===== src/rtl/pre_if_req_stage.sv =====
// pre_if_req_stage: fetch PC owner, instruction-port requester,
// redirect tracking and stale-response discard signalling.
module pre_if_req_stage #(
  parameter logic [31:0] RESET_PC = 32'h1c00_0000
) (
  input  logic        clk,
  input  logic        rst_n,
  input  logic        now_allowin_i,
  input  logic        excep_flush_i,
  input  logic [31:0] excep_pc_i,
  input  logic        branch_flush_i,
  input  logic [31:0] branch_pc_i,
  input  logic        inst_addr_ok_i,
  output logic        inst_req_o,
  output logic [31:0] inst_addr_o,
  output logic        pre_to_now_valid_o,
  output logic [31:0] pc_o,
  output logic        excep_en_o,
  output logic [1:0]  inst_rdata_ce_we_o
);

  typedef enum logic [1:0] {
    REQ,
    WAIT_IN,
    HALT
  } state_e;

  state_e      state_q, state_d;
  logic [31:0] pc_q, pc_d;
  logic        rd_pend_q, rd_pend_d;
  logic [31:0] rd_pc_q, rd_pc_d;
  logic        rd_exc_q, rd_exc_d;

  logic        flush;
  logic [31:0] tgt;
  logic        misal;
  logic        hs;

  assign flush = excep_flush_i | branch_flush_i;
  assign tgt   = excep_flush_i ? excep_pc_i : branch_pc_i;
  assign misal = pc_q[1:0] != 2'b00;
  assign hs    = inst_addr_ok_i;

  // Outputs must read the reset PC while reset is held.
  assign pc_o        = rst_n ? pc_q : RESET_PC;
  assign inst_addr_o = pc_o;

  // Next state, PC, pending redirect and handshake outputs.
  always_comb begin
    state_d            = state_q;
    pc_d               = pc_q;
    rd_pend_d          = rd_pend_q;
    rd_pc_d            = rd_pc_q;
    rd_exc_d           = rd_exc_q;
    inst_req_o         = 1'b0;
    pre_to_now_valid_o = 1'b0;
    excep_en_o         = 1'b0;
    inst_rdata_ce_we_o = 2'b00;
    if (rst_n) begin
      unique case (state_q)
        REQ: begin
          if (misal) begin
            pre_to_now_valid_o = 1'b1;
            excep_en_o         = 1'b1;
            if (flush) begin
              pc_d = tgt;
            end else if (now_allowin_i) begin
              state_d = HALT;
            end
          end else begin
            inst_req_o = 1'b1;
            if (hs) begin
              if (flush || rd_pend_q) begin
                // Accepted fetch is stale: discard its response.
                inst_rdata_ce_we_o = 2'b10;
                pc_d      = flush ? tgt : rd_pc_q;
                rd_pend_d = 1'b0;
              end else begin
                pre_to_now_valid_o = 1'b1;
                if (now_allowin_i) begin
                  pc_d = pc_q + 32'd4;
                end else begin
                  state_d = WAIT_IN;
                end
              end
            end else if (excep_flush_i) begin
              rd_pend_d = 1'b1;
              rd_pc_d   = excep_pc_i;
              rd_exc_d  = 1'b1;
            end else if (branch_flush_i) begin
              // A branch never displaces a pending exception.
              if (!(rd_pend_q && rd_exc_q)) begin
                rd_pend_d = 1'b1;
                rd_pc_d   = branch_pc_i;
                rd_exc_d  = 1'b0;
              end
            end
          end
        end
        WAIT_IN: begin
          if (flush) begin
            inst_rdata_ce_we_o = 2'b10;
            pc_d    = tgt;
            state_d = REQ;
          end else begin
            pre_to_now_valid_o = 1'b1;
            if (now_allowin_i) begin
              pc_d    = pc_q + 32'd4;
              state_d = REQ;
            end
          end
        end
        HALT: begin
          if (flush) begin
            pc_d    = tgt;
            state_d = REQ;
          end
        end
        default: begin
          state_d = REQ;
        end
      endcase
    end
  end

  // State registers with synchronous active-low reset.
  always_ff @(posedge clk) begin
    if (!rst_n) begin
      state_q   <= REQ;
      pc_q      <= RESET_PC;
      rd_pend_q <= 1'b0;
      rd_pc_q   <= 32'd0;
      rd_exc_q  <= 1'b0;
    end else begin
      state_q   <= state_d;
      pc_q      <= pc_d;
      rd_pend_q <= rd_pend_d;
      rd_pc_q   <= rd_pc_d;
      rd_exc_q  <= rd_exc_d;
    end
  end

endmodule


===== config.mk =====
export PLATFORM = sky130hd
export DESIGN_NAME = pre_if_req_stage
export DESIGN_NICKNAME = d
export VERILOG_FILES = /design/src/rtl/pre_if_req_stage.sv
export SDC_FILE = /design/constraint.sdc
export NUM_CORES = 1
export LEC_CHECK = 0
export ABC_AREA = 1
export BUFFER_PORTS_ARGS = -buffer_cell sky130_fd_sc_hd__clkbuf_2
export CORE_ASPECT_RATIO = 2
export CORE_MARGIN = 2
export CORE_UTILIZATION = 40
export DETAILED_ROUTE_END_ITERATION = 8
export PLACE_DENSITY = 0.65
export SKIP_LAST_GASP = 1
export SYNTH_ARGS = -nofsm -noshare
export SYNTH_HDL_FRONTEND = slang
export SYNTH_SLANG_ARGS = --single-unit

===== constraint.sdc =====
create_clock -name clk -period 1.85 [get_ports clk]
set_input_delay 0.37 -clock clk [delete_from_list [all_inputs] [get_ports clk]]
set_output_delay 0.37 -clock clk [all_outputs]
set_load 0.01 [all_outputs]

# == Word level (Yosys, flattened, before mapping) ==
# Cells that the tools add are included.
# totals
ff_bits,68
input_bits,70
out_inout_bits,69
wordCells,81
# classes
add_sub_neg,1
n_eq_ne,12
muxes,49
n_bitwise,3
n_reduce_logical,11
# op_table
operator,n
32-bit 2-to-1 mux,12
32-bit case mux with 3 select lines,1
"32-bit by 3-bit adder with 32-bit output, second input constant",1
2-bit 2-to-1 mux,14
"3-bit != test, second input constant",7
1-bit 2-to-1 mux,19
5-bit AND reduction,2
7-bit AND reduction,1
2-bit case mux with 3 select lines,1
3-bit nonzero test,2
"2-bit != test, second input constant",2
2-bit case mux with 2 select lines,1
2-bit nonzero test,2
"2-bit by 1-bit == test with 1-bit output, second input constant",1
"2-bit == test, second input constant",1
2-bit zero test,1
"2-bit by 1-bit != test with 1-bit output, second input constant",1
1-bit inverter,2
1-bit case mux with 2 select lines,1
2-bit AND reduction,1
1-bit logical AND,1
1-bit logical OR,1
1-bit OR,1

# == Logic depth before layout (Yosys ltp) ==
# Gate-level depths: netlist (run 1).
# logic_depth
word_depth,7
mapped_depth,13

# == Worst setup path before layout (run 1) ==
# No wires, ideal clock.
# synth_timing
path_kind,flip-flop to flip-flop
start,reg state_q[0]
end,reg pc_q[1]
setup_time_ns,0.078
t_arrival_ns,1.694
required_time_ns,1.772
setup_slack_ns,0.078
stages_incl_launch_ff,10
cell_sequence,dfxtp_1 inv_1 ha_1 inv_1 buf_2 nand2_2 buf_2 o21ai_1 a21oi_1 nor3_1
# synth_via
elab_chain_cells,3
# synth_lines
item,line_no,rtl
start: declaration,28,"state_e state_q, state_d;"
start signal: assignment,135,state_q <= state_d;
"2-bit == test, or another cell as far along",60,unique case (state_q)
3-bit nonzero test (no source line) / 3-bit != test (equally long branches),n/a,
2-bit AND reduction (no source line),n/a,
end signal: assignment,136,pc_q <= pc_d;
end: declaration,29,"logic [31:0] pc_q, pc_d;"
# Several ways; a longest one is shown, not always the timed one.
# A chain may end at the register's enable or synchronous reset.

# == Worst setup path after layout (run 1) ==
# layout_timing
start,reg state_q[1]
end,out pre_to_now_valid_o
# layout_via
elab_chain_cells,3
# layout_lines
item,line_no,rtl
2-bit by 1-bit == test with 1-bit output / 2-bit zero test (equally long branches),60,
1-bit case mux with 2 select lines (*),60,
1-bit 2-to-1 mux (*),59,if (rst_n) begin
end: declaration,16,"output logic pre_to_now_valid_o,"
# Mark *: on every way between the ends. The rest lies on a longest branch, timed or not.

==> flow_summary.html, run 1 <==
<table>
<tr><th>Metric</th><th>Value</th></tr>
<tr><th colspan="2">Outcome</th></tr>
<tr><td>Run status</td><td>complete, but fails checks</td></tr>
<tr><td>Failing checks</td><td>setup timing</td></tr>
<tr><th colspan="2">Critical path</th></tr>
<tr><td>Critical path buffers and inverters</td><td>6</td></tr>
<tr><td>Kind of capture point of the worst setup path</td><td>output pin</td></tr>
<tr><td>Delay-heaviest family, CP</td><td>buffers and inverters</td></tr>
<tr><td>Critical Path Fanout Max</td><td>3</td></tr>
<tr><td>Data arrival time at the worst-slack endpoint</td><td>1.55 ns</td></tr>
<tr><td>Slowest stage cell on the critical path</td><td>sky130_fd_sc_hd__dfxtp_2</td></tr>
<tr><td>Class of the most critical setup path</td><td>reg2out</td></tr>
<tr><td>Critical path launch point type</td><td>flip-flop</td></tr>
<tr><td>CP Data Required Time</td><td>1.48 ns</td></tr>
<tr><td>Worst R2R Setup Slack</td><td>-0.02 ns</td></tr>
<tr><td>Delay of the slowest cell on the worst path</td><td>0.33 ns</td></tr>
<tr><td>Cells along the critical path</td><td>inv_4, ha_4, inv_2, buf_6, nor2_4, inv_2, buf_6, a21oi_2, buf_2</td></tr>
<tr><th colspan="2">Logic synthesis</th></tr>
<tr><td>Number of synthesized register bits</td><td>68</td></tr>
<tr><td>Per-instance average area after synthesis</td><td>5.92 sq um</td></tr>
<tr><td>Sequential-to-total area share from yosys stat</td><td>24.0%</td></tr>
<tr><td>Ys async rst share</td><td>0%</td></tr>
<tr><td>Most frequently used flop master after synthesis</td><td>sky130_fd_sc_hd__dfxtp_1</td></tr>
<tr><td>Post-synthesis cell type count</td><td>44</td></tr>
<tr><td>Synthesized net count</td><td>1,034</td></tr>
<tr><td>Number of synthesis warnings</td><td>0</td></tr>
<tr><td>Gate count after technology mapping</td><td>960</td></tr>
<tr><td>Post-synth EDFFs</td><td>0</td></tr>
<tr><td>Post-Syn Area</td><td>5680 sq um</td></tr>
<tr><th colspan="2">Placed design</th></tr>
<tr><td>I/O Buffers</td><td>137</td></tr>
<tr><td>Detailed-placement wirelength estimate</td><td>17.3 mm</td></tr>
<tr><td>Cell area after placement</td><td>7230 sq um</td></tr>
<tr><td>Routability cong.</td><td>0.994</td></tr>
<tr><th colspan="2">Floorplanning</th></tr>
<tr><td>Die outline area</td><td>15,200 sq um</td></tr>
<tr><td>Core area</td><td>13,900 sq um</td></tr>
<tr><td>Num ports</td><td>139</td></tr>
<tr><td>Die X-Extent</td><td>88.3 microns</td></tr>
<tr><td>Die height</td><td>173 microns</td></tr>
<tr><td>Site row count</td><td>61</td></tr>
<tr><td>Initial cell density of the core</td><td>40.9%</td></tr>
<tr><th colspan="2">Route</th></tr>
<tr><td>Via density per instance</td><td>5.28</td></tr>
<tr><td>Total number of vias</td><td>7,239</td></tr>
<tr><td>DRC violation total after the first TritonRoute iteration</td><td>389</td></tr>
<tr><td>First-pass iteration count of the detailed router</td><td>7</td></tr>
<tr><td>Final routed DRC violation total</td><td>0</td></tr>
<tr><td>Wire per inst</td><td>16.2 microns</td></tr>
<tr><td>Post-DRT Antenna Nets</td><td>0</td></tr>
<tr><td>Final WL</td><td>22.2 mm</td></tr>
<tr><th colspan="2">Finish</th></tr>
<tr><td>Utilization of the core after routing</td><td>56.7%</td></tr>
<tr><td>Fill cell count</td><td>1,423</td></tr>
<tr><td>Share of layout cells above drive strength 1</td><td>32.7%</td></tr>
<tr><td>Area of all placed cells without fillers</td><td>7880 sq um</td></tr>
<tr><td>Number of diodes</td><td>0</td></tr>
<tr><td>Layout Nets</td><td>1,253</td></tr>
<tr><td>Synthesis-to-finish area growth</td><td>38.8%</td></tr>
<tr><th colspan="2">STA</th></tr>
<tr><td>Hold Fails Final Rpt</td><td>0</td></tr>
<tr><td>Worst Hold Slack</td><td>0.320 ns</td></tr>
<tr><td>Final slew viol count</td><td>0</td></tr>
<tr><td>Final critical delay including setup and external delays</td><td>1.92 ns</td></tr>
<tr><td>Final Worst Setup Slack</td><td>-0.0670 ns</td></tr>
<tr><td>Setup tns final</td><td>-0.0914 ns</td></tr>
<tr><td># setup viols final</td><td>2</td></tr>
<tr><td>Max Clock Skew</td><td>0.00726 ns</td></tr>
<tr><td>Final Cycle Share</td><td>104%</td></tr>
<tr><td>RSZ-0062 raised after global routing</td><td>yes</td></tr>
<tr><td>Max Freq</td><td>522 MHz</td></tr>
<tr><th colspan="2">Power and ir drop</th></tr>
<tr><td>Power per Cell Area</td><td>1260 nW/um^2</td></tr>
<tr><td>Switching Power</td><td>0.00439 W</td></tr>
<tr><td>Leakage power</td><td>3.93 nW</td></tr>
<tr><td>Internal Power</td><td>0.00551 W</td></tr>
<tr><td>Part of the total power dissipated in the clock network</td><td>19.3%</td></tr>
<tr><td>Comb pwr share</td><td>56.2%</td></tr>
<tr><td>VDD IR-drop max</td><td>0.000798 V</td></tr>
<tr><td>Switching power as a share of total power</td><td>44.3%</td></tr>
<tr><td>Part of the total power dissipated in sequential elements</td><td>24.5%</td></tr>
<tr><th colspan="2">Worst hold path</th></tr>
<tr><td>Worst Hold Class</td><td>in2reg</td></tr>
<tr><th colspan="2">Clock network</th></tr>
<tr><td>CTS buffer count</td><td>9</td></tr>
<tr><td>Cell at the root of the clock tree</td><td>sky130_fd_sc_hd__clkbuf_16</td></tr>
<tr><td>Clock transition time at the flip-flop clock pins of the worst setup and hold paths</td><td>0.06 ns</td></tr>
<tr><td>CTS Sinks</td><td>68</td></tr>
<tr><td>H-tree lvl count</td><td>3</td></tr>
<tr><td>Clock latency at the later pin of the worst-skew pair</td><td>0.34 ns</td></tr>
<tr><td>CTS max path bufs</td><td>2</td></tr>
<tr><td>TritonCTS clock tree</td><td>yes</td></tr>
<tr><th colspan="2">Global route</th></tr>
<tr><td>Sum of overflow across all layers after global routing</td><td>0</td></tr>
<tr><td>Antenna violations before repair</td><td>0</td></tr>
<tr><td>Overall fraction of global-route tracks in use</td><td>29.5%</td></tr>
<tr><td>Largest net degree at the start of global routing</td><td>31</td></tr>
<tr><td>Global-route wire length before repair</td><td>34.6 mm</td></tr>
<tr><td>Via count of the first global-routing pass</td><td>6,961</td></tr>
<tr><th colspan="2">Flow run</th></tr>
<tr><td>Max-cap violations</td><td>0</td></tr>
</table>
## cells by family after synthesis
| family | synth area share [%] |
|---|---|
| and+or+nand+nor | 33.8 |
| AOI/OAI and AO/OA | 24.0 |
| buffers and inverters | 15.9 |
| DFF | 24.0 |
| xor gates and xnor gates | 1.08 |
| adders and majority gates | 0.881 |
| muxes | 0.352 |
| other | 0.0660 |
## placed cells by master, fill, tap and decap left out, drive strengths merged
cell type,instances
o211ai,8
a311oi,1
o221ai,2
mux2i,2
nor2,110
clkbuf,146
or2,13
and2,1
nand3b,1
buf,158
o21bai,2
a31oi,3
nand3,38
conb,1
o311ai,1
clkinv,2
inv,108
a21oi,92
a211oi,22
nand2,252
ha,4
o32ai,1
o22ai,21
bufinv,2
nor3,10
a22oi,2
o2111ai,3
xor2,4
nand4,19
xnor2,3
dfxtp,68
nor3b,1
o21ai,82
## power groups by stage
stage | Sequential [W] | Clock, W | Combinational, W
4_1_cts | 0.00241 | 0.00192 | 0.00522
3_5_place_dp | 0.00242 | 0 | 0.00494
3_3_place_gp | 0.00241 | 0 | 0.00489
5_1_grt | 0.00247 | 0.00198 | 0.00613
2_1_floorplan | 0.00225 | 0 | 0.00310
6_report | 0.00243 | 0.00191 | 0.00556
## cells in the mapped netlist, drive strengths merged (10+ instances only)
library cell,number,area [sq um]
a211oi,22,165
nand3,38,190
nand2,252,958
nor2,110,482
a21oi,92,464
clkbuf,20,75.1
buf,65,420
or2,13,81.3
dfxtp,68,1360
o22ai,21,131
nand4,19,134
inv,108,405
o21ai,82,422
nor3,10,55.1
## layer usage
metal | up-vias | share of wire [%] | global-route usage [%]
met2 | 259 | 52 | 51.5
met3 | 115 | 4.1 | 3.91
met5 | - | 0 | 0
met1 | 3294 | 34 | 29.2
li1 | 3571 | - | -
met4 | 0 | 10 | 24.7
## worst min-delay path: stages
cell and delay [ns]:
sky130_fd_sc_hd__clkbuf_2 0.08, sky130_fd_sc_hd__nand2_1 0.07, sky130_fd_sc_hd__a311oi_1 0.09
## metrics by stage
| step | worst slack, ns | total power (W) | instances |
|---|---|---|---|
| 3_3_place_gp | -0.0985 | 0.00731 | 1340 |
| 5_1_grt | -0.127 | 0.0106 | 1372 |
| 3_5_place_dp | -0.127 | 0.00736 | 1340 |
| 2_1_floorplan | 0.0785 | 0.00535 | 960 |
| 6_report | -0.0670 | 0.00990 | 1372 |
| 4_1_cts | -0.0480 | 0.00955 | 1365 |
## registers in the layout, summed over array words and instances, names as in the netlist
register	count
pc_q	32
rd_pc_q	32
state_q	2
rd_exc_q	1
rd_pend_q	1
## final cells by class
type	count	area (sq um)	share of cell area, %
clock inverters	4	73.8	0.937
multi-input cells	699	3560	45.2
repair buffers	293	1980	25.1
inverters	108	418	5.30
flip-flops and latches	68	1380	17.4
clock buffers	11	243	3.08
well taps	189	236	3.00
## final timing paths
path	from	endpoint	depth (start not counted)
setup / recovery	state_q[1]	pre_to_now_valid_o	9
hold reg to reg	rd_pc_q[20]	rd_pc_q[20]	2
hold / removal	branch_pc_i[4]	rd_pc_q[4]	3
setup reg to reg	state_q[1]	pc_q[30]	14
## repair_timing
| item | CTS | global route |
|---|---|---|
| buffers inserted | 10 | 6 |
| resized for setup | 25 | 47 |
| cloned | 0 | 1 |
| setup endpoints to repair | 22 | 52 |
| hold buffers | 0 | 0 |
| pin swaps | 7 | 5 |
Power figures use the tool's default switching activity.
==> run 2: changes to the inputs <==
Settings changed: CELL_PAD_IN_SITES_DETAIL_PLACEMENT set to 0, CELL_PAD_IN_SITES_GLOBAL_PLACEMENT set to 1, CORE_UTILIZATION 40 to 33, PLACE_DENSITY 0.65 to unset, PLACE_DENSITY_LB_ADDON set to 0.1.
==> run 2 against run 1 <==
The run still ends with setup timing left. Largest cell class unchanged. Clock power decreased by 7%. First-iteration DRC count decreased by 5.9%. Fmax up 1.5%. Cell count rose by 0.58%. Power shrank 2.1%.
==> flow_summary.html, run 2 (synthesized netlist as in run 1, its figures left out) <==
<table>
<tr><th>Metric</th><th>Value</th></tr>
<tr><th colspan="2">Critical path</th></tr>
<tr><td>CP Data Required Time</td><td>1.48 ns (about the same)</td></tr>
<tr><td>Delay-heaviest family, CP</td><td>buffers and inverters (unchanged)</td></tr>
<tr><td>Delay of the slowest cell on the worst path</td><td>0.33 ns (about the same)</td></tr>
<tr><td>Slowest stage cell on the critical path</td><td>sky130_fd_sc_hd__dfxtp_2 (unchanged)</td></tr>
<tr><td>Launch point of the worst reg-to-reg path</td><td>state_q[0] (was state_q[1])</td></tr>
<tr><td>Cells along the critical path</td><td>inv_4, ha_4, inv_2, buf_6, nor2_4, inv_2, buf_6, a21oi_4, buf_6 (was inv_4, ha_4, inv_2, buf_6, nor2_4, inv_2, buf_6, a21oi_2, buf_2)</td></tr>
<tr><td>Critical path launch point type</td><td>flip-flop (unchanged)</td></tr>
<tr><td>Critical Path Most Common Cell</td><td>sky130_fd_sc_hd__buf_6</td></tr>
<tr><td>Class of the most critical setup path</td><td>reg2out (unchanged)</td></tr>
<tr><td>Worst R2R Setup Slack</td><td>0.01 ns (was -0.02 ns)</td></tr>
<tr><td>End of the worst register-to-register path</td><td>pc_q[30] (unchanged)</td></tr>
<tr><td>Critical Path Fanout Max</td><td>3 (unchanged)</td></tr>
<tr><td>Kind of capture point of the worst setup path</td><td>output pin (unchanged)</td></tr>
<tr><td>Length in cells of the worst reg-to-reg path</td><td>12 (was 14)</td></tr>
<tr><td>Critical path buffers and inverters</td><td>6 (unchanged)</td></tr>
<tr><td>Data arrival time at the worst-slack endpoint</td><td>1.52 ns (was 1.55 ns)</td></tr>
<tr><th colspan="2">Finish</th></tr>
<tr><td>Count of placed standard cells in the final layout, fillers left out</td><td>1,380 (was 1,372)</td></tr>
<tr><td>Fill cell count</td><td>1,886 (was 1,423)</td></tr>
<tr><td>Area of the multi-input gates</td><td>3530 sq um (was 3560 sq um)</td></tr>
<tr><td>Synthesis-to-finish area growth</td><td>36.5% (was 38.8%)</td></tr>
<tr><td>Number of diodes</td><td>0 (unchanged)</td></tr>
<tr><td>Highest-count cells in the layout ignoring fill and taps</td><td>sky130_fd_sc_hd__nand2_1 (245), sky130_fd_sc_hd__buf_4 (136), sky130_fd_sc_hd__clkbuf_2 (135) (was sky130_fd_sc_hd__nand2_1 (242), sky130_fd_sc_hd__buf_4 (139), sky130_fd_sc_hd__clkbuf_2 (135))</td></tr>
<tr><td>Utilization of the core after routing</td><td>46.0% (was 56.7%)</td></tr>
<tr><td>Most common library cell in the layout ignoring fill and taps</td><td>sky130_fd_sc_hd__nand2_1 (unchanged)</td></tr>
<tr><td>Layout Nets</td><td>1,243 (was 1,253)</td></tr>
<tr><td>Sequential cell area in the final layout</td><td>1370 sq um (was 1380 sq um)</td></tr>
<tr><td>Regs by FF count</td><td>pc_q: 32 flops, rd_pc_q: 32 flops, state_q: 2 flops (unchanged)</td></tr>
<tr><td>Share of layout cells above drive strength 1</td><td>31.4% (was 32.7%)</td></tr>
<tr><th colspan="2">Global route</th></tr>
<tr><td>Overall fraction of global-route tracks in use</td><td>25.3% (was 29.5%)</td></tr>
<tr><td>Via count of the first global-routing pass</td><td>6,774 (was 6,961)</td></tr>
<tr><td>Largest net degree at the start of global routing</td><td>32 (was 31)</td></tr>
<tr><td>Antenna violations before repair</td><td>0 (unchanged)</td></tr>
<tr><td>Global-route wire length before repair</td><td>36.1 mm (was 34.6 mm)</td></tr>
<tr><td>Sum of overflow across all layers after global routing</td><td>0 (unchanged)</td></tr>
<tr><th colspan="2">Floorplanning</th></tr>
<tr><td>Die height</td><td>190 microns (was 173 microns)</td></tr>
<tr><td>Num ports</td><td>139 (unchanged)</td></tr>
<tr><td>Initial cell density of the core</td><td>33.7% (was 40.9%)</td></tr>
<tr><td>Site row count</td><td>67 (was 61)</td></tr>
<tr><td>Die outline area</td><td>18,300 sq um (was 15,200 sq um)</td></tr>
<tr><td>Core area</td><td>16,800 sq um (was 13,900 sq um)</td></tr>
<tr><td>Die X-Extent</td><td>96.8 microns (was 88.3 microns)</td></tr>
<tr><th colspan="2">Power and ir drop</th></tr>
<tr><td>VDD IR-drop max</td><td>0.000686 V (was 0.000798 V)</td></tr>
<tr><td>Leakage power</td><td>3.87 nW (was 3.93 nW)</td></tr>
<tr><td>Part of the total power dissipated in the clock network</td><td>18.3% (was 19.3%)</td></tr>
<tr><td>Power per Cell Area</td><td>1250 nW/um^2 (was 1260 nW/um^2)</td></tr>
<tr><td>Switching Power</td><td>0.00441 W (was 0.00439 W)</td></tr>
<tr><td>Internal Power</td><td>0.00528 W (was 0.00551 W)</td></tr>
<tr><td>Part of the total power dissipated in sequential elements</td><td>24.9% (was 24.5%)</td></tr>
<tr><td>Switching power as a share of total power</td><td>45.5% (was 44.3%)</td></tr>
<tr><td>Power, Total</td><td>0.00969 W (was 0.00990 W)</td></tr>
<tr><td>Comb pwr share</td><td>56.8% (was 56.2%)</td></tr>
<tr><th colspan="2">Clock network</th></tr>
<tr><td>CTS buffer count</td><td>9 (unchanged)</td></tr>
<tr><td>CTS Sinks</td><td>68 (unchanged)</td></tr>
<tr><td>TritonCTS clock tree</td><td>yes (unchanged)</td></tr>
<tr><td>H-tree lvl count</td><td>3 (unchanged)</td></tr>
<tr><td>Cell at the root of the clock tree</td><td>sky130_fd_sc_hd__clkbuf_16 (unchanged)</td></tr>
<tr><td>Clock latency at the later pin of the worst-skew pair</td><td>0.34 ns (about the same)</td></tr>
<tr><td>Clock transition time at the flip-flop clock pins of the worst setup and hold paths</td><td>0.06 ns (about the same)</td></tr>
<tr><td>CTS max path bufs</td><td>2 (unchanged)</td></tr>
<tr><th colspan="2">Placed design</th></tr>
<tr><td>I/O Buffers</td><td>137 (unchanged)</td></tr>
<tr><td>Detailed-placement wirelength estimate</td><td>19.1 mm (was 17.3 mm)</td></tr>
<tr><td>Post-Place Cells</td><td>1,356 (was 1,340)</td></tr>
<tr><td>Routability cong.</td><td>0.949 (was 0.994)</td></tr>
<tr><th colspan="2">Route</th></tr>
<tr><td>Post-Route M1 WL</td><td>8.08 mm (was 7.48 mm)</td></tr>
<tr><td>Wire per inst</td><td>17.1 microns (was 16.2 microns)</td></tr>
<tr><td>Final WL</td><td>23.6 mm (was 22.2 mm)</td></tr>
<tr><td>Post-DRT Antenna Nets</td><td>0 (unchanged)</td></tr>
<tr><td>Via density per instance</td><td>5.04 (was 5.28)</td></tr>
<tr><td>Sum of met2 wire segment lengths after detailed routing</td><td>13.2 mm (was 11.6 mm)</td></tr>
<tr><td>DRC violation total after the first TritonRoute iteration</td><td>366 (was 389)</td></tr>
<tr><td>DR WL met3</td><td>685 microns (was 910 microns)</td></tr>
<tr><td>First-pass iteration count of the detailed router</td><td>4 (was 7)</td></tr>
<tr><td>Max layer used</td><td>met4 (unchanged)</td></tr>
<tr><td>Final routed DRC violation total</td><td>0 (unchanged)</td></tr>
<tr><td>Total number of vias</td><td>6,961 (was 7,239)</td></tr>
<tr><th colspan="2">STA</th></tr>
<tr><td># setup viols final</td><td>2 (unchanged)</td></tr>
<tr><td>Final Cycle Share</td><td>102% (was 104%)</td></tr>
<tr><td>RSZ-0062 raised after global routing</td><td>yes (unchanged)</td></tr>
<tr><td>Final critical delay including setup and external delays</td><td>1.89 ns (was 1.92 ns)</td></tr>
<tr><td>Max Freq</td><td>529 MHz (was 522 MHz)</td></tr>
<tr><td>Max Clock Skew</td><td>0.00543 ns (was 0.00726 ns)</td></tr>
<tr><td>Final Worst Setup Slack</td><td>-0.0393 ns (was -0.0670 ns)</td></tr>
<tr><td>Hold Fails Final Rpt</td><td>0 (unchanged)</td></tr>
<tr><td>Final slew viol count</td><td>0 (unchanged)</td></tr>
<tr><td>Setup tns final</td><td>-0.0638 ns (was -0.0914 ns)</td></tr>
<tr><th colspan="2">Worst hold path</th></tr>
<tr><td>Worst Hold Class</td><td>in2reg (unchanged)</td></tr>
<tr><td>Worst hold path depth</td><td>3 (unchanged)</td></tr>
<tr><td>Hold endpoint</td><td>rd_pc_q[4] (unchanged)</td></tr>
<tr><td>Worst Min Path Start</td><td>branch_pc_i[4] (unchanged)</td></tr>
<tr><th colspan="2">Outcome</th></tr>
<tr><td>Run status</td><td>complete, but fails checks (unchanged)</td></tr>
<tr><td>Failing checks</td><td>setup timing (unchanged)</td></tr>
<tr><th colspan="2">Flow run</th></tr>
<tr><td>Max-cap violations</td><td>0 (unchanged)</td></tr>
</table>
==> run 2: changes by cell type in the layout (fill, tap and decap cells not counted), moves of 3 or more <==
cell / previous run / this run
sky130_fd_sc_hd__buf_6: 10 / 4
sky130_fd_sc_hd__a21oi_1: 85 / 89
sky130_fd_sc_hd__a21oi_2: 6 / 2
sky130_fd_sc_hd__nor2_2: 6 / 10
sky130_fd_sc_hd__buf_4: 139 / 136
sky130_fd_sc_hd__inv_4: 5 / 2
sky130_fd_sc_hd__nand2_1: 242 / 245
sky130_fd_sc_hd__nand2_2: 8 / 5
==> run 2: power by group through the flow <==
stage | logic (W) | clock network, W | registers [W]
2_1_floorplan | 0.00310 | 0 | 0.00225
3_3_place_gp | 0.00521 | 0 | 0.00242
3_5_place_dp | 0.00521 | 0 | 0.00242
4_1_cts | 0.00536 | 0.00182 | 0.00240
5_1_grt | 0.00607 | 0.00187 | 0.00246
6_report | 0.00551 | 0.00177 | 0.00242
==> run 2: worst max-delay path by stage <==
| stage | start | endpoint | slack [ns] | cells after the start |
|---|---|---|---|---|
| 4_1_cts | state_q[1] | pre_to_now_valid_o | -0.07 | 9 |
| 3_3_place_gp | excep_flush_i | pc_q[22] | -0.25 | 11 |
| 2_1_floorplan | state_q[0] | pc_q[1] | 0.08 | 9 |
| 3_5_place_dp | excep_flush_i | pc_q[22] | -0.26 | 11 |
| 6_report | state_q[1] | pre_to_now_valid_o | -0.04 | 9 |
| 5_1_grt | state_q[1] | pc_q[25] | -0.10 | 11 |
==> run 2: through the flow <==
stage	hold WS [ns]	worst slack [ns]	instance area, sq um
after global placement	0.432	-0.254	7250
after CTS	0.302	-0.0666	7640
after detailed placement	0.439	-0.260	7250
after global routing	0.334	-0.102	7750
final	0.310	-0.0393	7750
after floorplan	0.425	0.0785	5680
==> run 2: what timing repair did <==
item,4_1_cts,5_1_grt
endpoints found under the hold margin,0,0
hold buffers,0,0
setup endpoints to repair,15,27
pin swaps,5,8
resized for setup,20,26
buffers inserted,5,5
==> run 2: cell type report <==
type	count	area share [%]
Tap cell	207	3.34
Multi-Input combinational cell	699	45.6
Clock buffer	11	3.13
Timing Repair Buffer	283	24.3
Sequential cell	68	17.7
Inverter	108	5.29
Clock inverter	4	0.646
==> run 2: routing by layer <==
metal  GRT usage, %  up-vias
li1               -     3547
met1           23.5     3165
met2           50.5      175
met3           2.57       74
met4           17.0        0
met5              0        -
==> run 2: tightest hold or removal path, stage by stage <==
cell and delay, ns:
sky130_fd_sc_hd__clkbuf_2 0.08, sky130_fd_sc_hd__nand2_1 0.07, sky130_fd_sc_hd__a311oi_1 0.09
==> run 3: changes to the inputs <==
Settings changed: CAP_MARGIN set to 40, CORE_UTILIZATION 33 to 25, SLEW_MARGIN set to 40.
==> run 3 against run 2 <==
The flow still finishes with violations (setup timing). Fmax fell by 0.92%. Final area rose by 5.1%. Critical path depth did not move. Combinational power rose by 8.9%. Sequential power fell by 2%. Sequential cell count did not move. Routed wire length rose by 13%. Largest cell class unchanged. Via count rose by 1.8%. Count of clock-buffer cells in the layout rose by 1. Clock skew rose by 0.0031 ns. Highest routed layer unchanged. First-iteration DRC count fell by 41%.
==> flow_summary.html, run 3 (synthesized netlist as in run 1, its figures left out) <==
<table>
<tr><th>Metric</th><th>Value</th></tr>
<tr><th colspan="2">Floorplanning</th></tr>
<tr><td>Initial cell density of the core</td><td>25.2% (was 33.7%)</td></tr>
<tr><td>Num ports</td><td>139 (unchanged)</td></tr>
<tr><td>Die outline area</td><td>24,000 sq um (was 18,300 sq um)</td></tr>
<tr><td>Die X-Extent</td><td>111 microns (was 96.8 microns)</td></tr>
<tr><td>Die height</td><td>217 microns (was 190 microns)</td></tr>
<tr><td>Core area</td><td>22,500 sq um (was 16,800 sq um)</td></tr>
<tr><td>Site row count</td><td>78 (was 67)</td></tr>
<tr><th colspan="2">Global route</th></tr>
<tr><td>Global-route wire length before repair</td><td>40.0 mm (was 36.1 mm)</td></tr>
<tr><td>Overall fraction of global-route tracks in use</td><td>22.1% (was 25.3%)</td></tr>
<tr><td>Sum of overflow across all layers after global routing</td><td>0 (unchanged)</td></tr>
<tr><td>Antenna violations before repair</td><td>0 (unchanged)</td></tr>
<tr><td>Via count of the first global-routing pass</td><td>7,192 (was 6,774)</td></tr>
<tr><td>Largest net degree at the start of global routing</td><td>41 (was 32)</td></tr>
<tr><th colspan="2">Worst hold path</th></tr>
<tr><td>Worst Hold Class</td><td>in2reg (unchanged)</td></tr>
<tr><td>Worst hold path depth</td><td>3 (unchanged)</td></tr>
<tr><th colspan="2">Route</th></tr>
<tr><td>Total number of vias</td><td>7,089 (was 6,961)</td></tr>
<tr><td>Wire per inst</td><td>17.9 microns (was 17.1 microns)</td></tr>
<tr><td>Via density per instance</td><td>4.75 (was 5.04)</td></tr>
<tr><td>Post-DRT Antenna Nets</td><td>0 (unchanged)</td></tr>
<tr><td>First-pass iteration count of the detailed router</td><td>6 (was 4)</td></tr>
<tr><td>Final routed DRC violation total</td><td>0 (unchanged)</td></tr>
<tr><td>DRC violation total after the first TritonRoute iteration</td><td>216 (was 366)</td></tr>
<tr><td>Final WL</td><td>26.7 mm (was 23.6 mm)</td></tr>
<tr><th colspan="2">Outcome</th></tr>
<tr><td>Run status</td><td>complete, but fails checks (unchanged)</td></tr>
<tr><td>Failing checks</td><td>setup timing (unchanged)</td></tr>
<tr><th colspan="2">Clock network</th></tr>
<tr><td>Hold buffer count at cts</td><td>0 (unchanged)</td></tr>
<tr><td>TritonCTS clock tree</td><td>yes (unchanged)</td></tr>
<tr><td>Clock latency at the later pin of the worst-skew pair</td><td>0.35 ns (was 0.34 ns)</td></tr>
<tr><td>CTS max path bufs</td><td>2 (unchanged)</td></tr>
<tr><td>H-tree lvl count</td><td>3 (unchanged)</td></tr>
<tr><td>Clock transition time at the flip-flop clock pins of the worst setup and hold paths</td><td>0.06 ns (about the same)</td></tr>
<tr><td>Cell at the root of the clock tree</td><td>sky130_fd_sc_hd__clkbuf_16 (unchanged)</td></tr>
<tr><td>CTS Sinks</td><td>68 (unchanged)</td></tr>
<tr><td>CTS buffer count</td><td>9 (unchanged)</td></tr>
<tr><th colspan="2">Finish</th></tr>
<tr><td>Synthesis-to-finish area growth</td><td>43.3% (was 36.5%)</td></tr>
<tr><td>Regs by FF count</td><td>pc_q: 32 flops, rd_pc_q: 32 flops, state_q: 2 flops (unchanged)</td></tr>
<tr><td>Share of layout cells above drive strength 1</td><td>34.4% (was 31.4%)</td></tr>
<tr><td>Count of placed standard cells in the final layout, fillers left out</td><td>1,493 (was 1,380)</td></tr>
<tr><td>Highest-count cells in the layout ignoring fill and taps</td><td>sky130_fd_sc_hd__nand2_1 (244), sky130_fd_sc_hd__buf_4 (173), sky130_fd_sc_hd__clkbuf_2 (134) (was sky130_fd_sc_hd__nand2_1 (245), sky130_fd_sc_hd__buf_4 (136), sky130_fd_sc_hd__clkbuf_2 (135))</td></tr>
<tr><td>Number of diodes</td><td>0 (unchanged)</td></tr>
<tr><td>Most common library cell in the layout ignoring fill and taps</td><td>sky130_fd_sc_hd__nand2_1 (unchanged)</td></tr>
<tr><td>Layout Nets</td><td>1,282 (was 1,243)</td></tr>
<tr><th colspan="2">Power and ir drop</th></tr>
<tr><td>Part of the total power dissipated in the clock network</td><td>16.7% (was 18.3%)</td></tr>
<tr><td>Leakage power</td><td>4.04 nW (was 3.87 nW)</td></tr>
<tr><td>Power, Total</td><td>0.0101 W (was 0.00969 W)</td></tr>
<tr><td>Switching Power</td><td>0.00463 W (was 0.00441 W)</td></tr>
<tr><td>Part of the total power dissipated in sequential elements</td><td>23.7% (was 24.9%)</td></tr>
<tr><td>Switching power as a share of total power</td><td>46.0% (was 45.5%)</td></tr>
<tr><td>VDD IR-drop max</td><td>0.000709 V (was 0.000686 V)</td></tr>
<tr><td>Internal Power</td><td>0.00543 W (was 0.00528 W)</td></tr>
<tr><td>Power per Cell Area</td><td>1240 nW/um^2 (was 1250 nW/um^2)</td></tr>
<tr><td>Comb pwr share</td><td>59.7% (was 56.8%)</td></tr>
<tr><th colspan="2">STA</th></tr>
<tr><td>Headroom to the max-slew limit</td><td>60.9%</td></tr>
<tr><td>Final slew viol count</td><td>0 (unchanged)</td></tr>
<tr><td>RSZ-0062 raised after global routing</td><td>yes (unchanged)</td></tr>
<tr><td>Max Freq</td><td>524 MHz (was 529 MHz)</td></tr>
<tr><td>Final critical delay including setup and external delays</td><td>1.91 ns (was 1.89 ns)</td></tr>
<tr><td>Final Cycle Share</td><td>103% (was 102%)</td></tr>
<tr><td>Hold Fails Final Rpt</td><td>0 (unchanged)</td></tr>
<tr><td>Final Worst Setup Slack</td><td>-0.0569 ns (was -0.0393 ns)</td></tr>
<tr><td>Max Clock Skew</td><td>0.00855 ns (was 0.00543 ns)</td></tr>
<tr><td># setup viols final</td><td>2 (unchanged)</td></tr>
<tr><td>Worst Max-Slew Pin Slew</td><td>0.580 ns</td></tr>
<tr><th colspan="2">Critical path</th></tr>
<tr><td>Length in cells of the worst reg-to-reg path</td><td>14 (was 12)</td></tr>
<tr><td>CP Data Required Time</td><td>1.48 ns (about the same)</td></tr>
<tr><td>Critical path launch point type</td><td>flip-flop (unchanged)</td></tr>
<tr><td>Class of the most critical setup path</td><td>reg2out (unchanged)</td></tr>
<tr><td>Kind of capture point of the worst setup path</td><td>output pin (unchanged)</td></tr>
<tr><td>Critical Path Fanout Max</td><td>3 (unchanged)</td></tr>
<tr><td>Data arrival time at the worst-slack endpoint</td><td>1.54 ns (was 1.52 ns)</td></tr>
<tr><th colspan="2">Placed design</th></tr>
<tr><td>Routability cong.</td><td>0.890 (was 0.949)</td></tr>
<tr><td>Post-Place Cells</td><td>1,456 (was 1,356)</td></tr>
<tr><td>I/O Buffers</td><td>137 (unchanged)</td></tr>
<tr><td>Detailed-placement wirelength estimate</td><td>21.9 mm (was 19.1 mm)</td></tr>
<tr><th colspan="2">Flow run</th></tr>
<tr><td>Max-cap violations</td><td>0 (unchanged)</td></tr>
</table>
[run 3: cell types whose count changed in the layout (fill, tap and decap cells not counted), sizes merged]
cell / delta
buf: +39
bufinv: -1
clkbuf: +1
clkinv: +1
[run 3: cell type report]
cell class	count	area, sq um
fillers	2574	14400
multi-input cells	699	3550
repair buffers	322	2170
flip-flops and latches	68	1380
inverters	108	413
well taps	280	350
clock buffers	12	246
clock inverters	4	25.0
[run 3: repair_timing]
action / CTS / global route
setup endpoints to repair: 26 / 36
gates cloned: 0 / 0
pin swaps: 6 / 15
buffers inserted: 10 / 12
gates resized for setup: 27 / 39
[run 3: final timing paths]
check	from	endpoint	slack, ns
max	state_q[1]	pre_to_now_valid_o	-0.06
min	excep_pc_i[4]	rd_pc_q[4]	0.30
max reg2reg	state_q[1]	pc_q[21]	0.01
min reg2reg	rd_pc_q[3]	rd_pc_q[3]	0.45
[run 3: critical path, cell delays in order, from the launching register on]
cell	delay, ns
sky130_fd_sc_hd__dfxtp_2	0.33
sky130_fd_sc_hd__inv_4	0.08
sky130_fd_sc_hd__ha_4	0.15
sky130_fd_sc_hd__inv_4	0.04
sky130_fd_sc_hd__buf_6	0.11
sky130_fd_sc_hd__nor2_4	0.08
sky130_fd_sc_hd__inv_2	0.05
sky130_fd_sc_hd__buf_6	0.11
sky130_fd_sc_hd__a21oi_2	0.09
sky130_fd_sc_hd__buf_2	0.14
[run 3: power groups by stage]
stage	sequential, W	clock, W	combinational, W
6_report	0.00238	0.00168	0.00600
5_1_grt	0.00242	0.00176	0.00662
4_1_cts	0.00236	0.00172	0.00575
3_5_place_dp	0.00237	0	0.00558
3_3_place_gp	0.00237	0	0.00559
2_1_floorplan	0.00225	0	0.00310
[run 3: through the flow]
step	cell area [sq um]	setup TNS (ns)	worst slack, ns	hold WS, ns	util [%]
2_1_floorplan	5680	0	0.0785	0.425	-
3_3_place_gp	7510	-6.28	-0.255	0.434	33.3
3_5_place_dp	7510	-8.51	-0.283	0.441	33.3
4_1_cts	7940	-0.125	-0.0633	0.288	35.2
5_1_grt	8140	-2.52	-0.125	0.334	36.1
6_report	8140	-0.0713	-0.0569	0.304	36.1
[run 3: per-layer routing]
metal  GRT usage, %  routed length (microns)  up-vias
li1               -                        -     3632
met1           19.8                     8900     3227
met2           46.2                    15500      167
met3           1.92                      607       63
met4           13.5                     1680        0
met5              0                        0        -
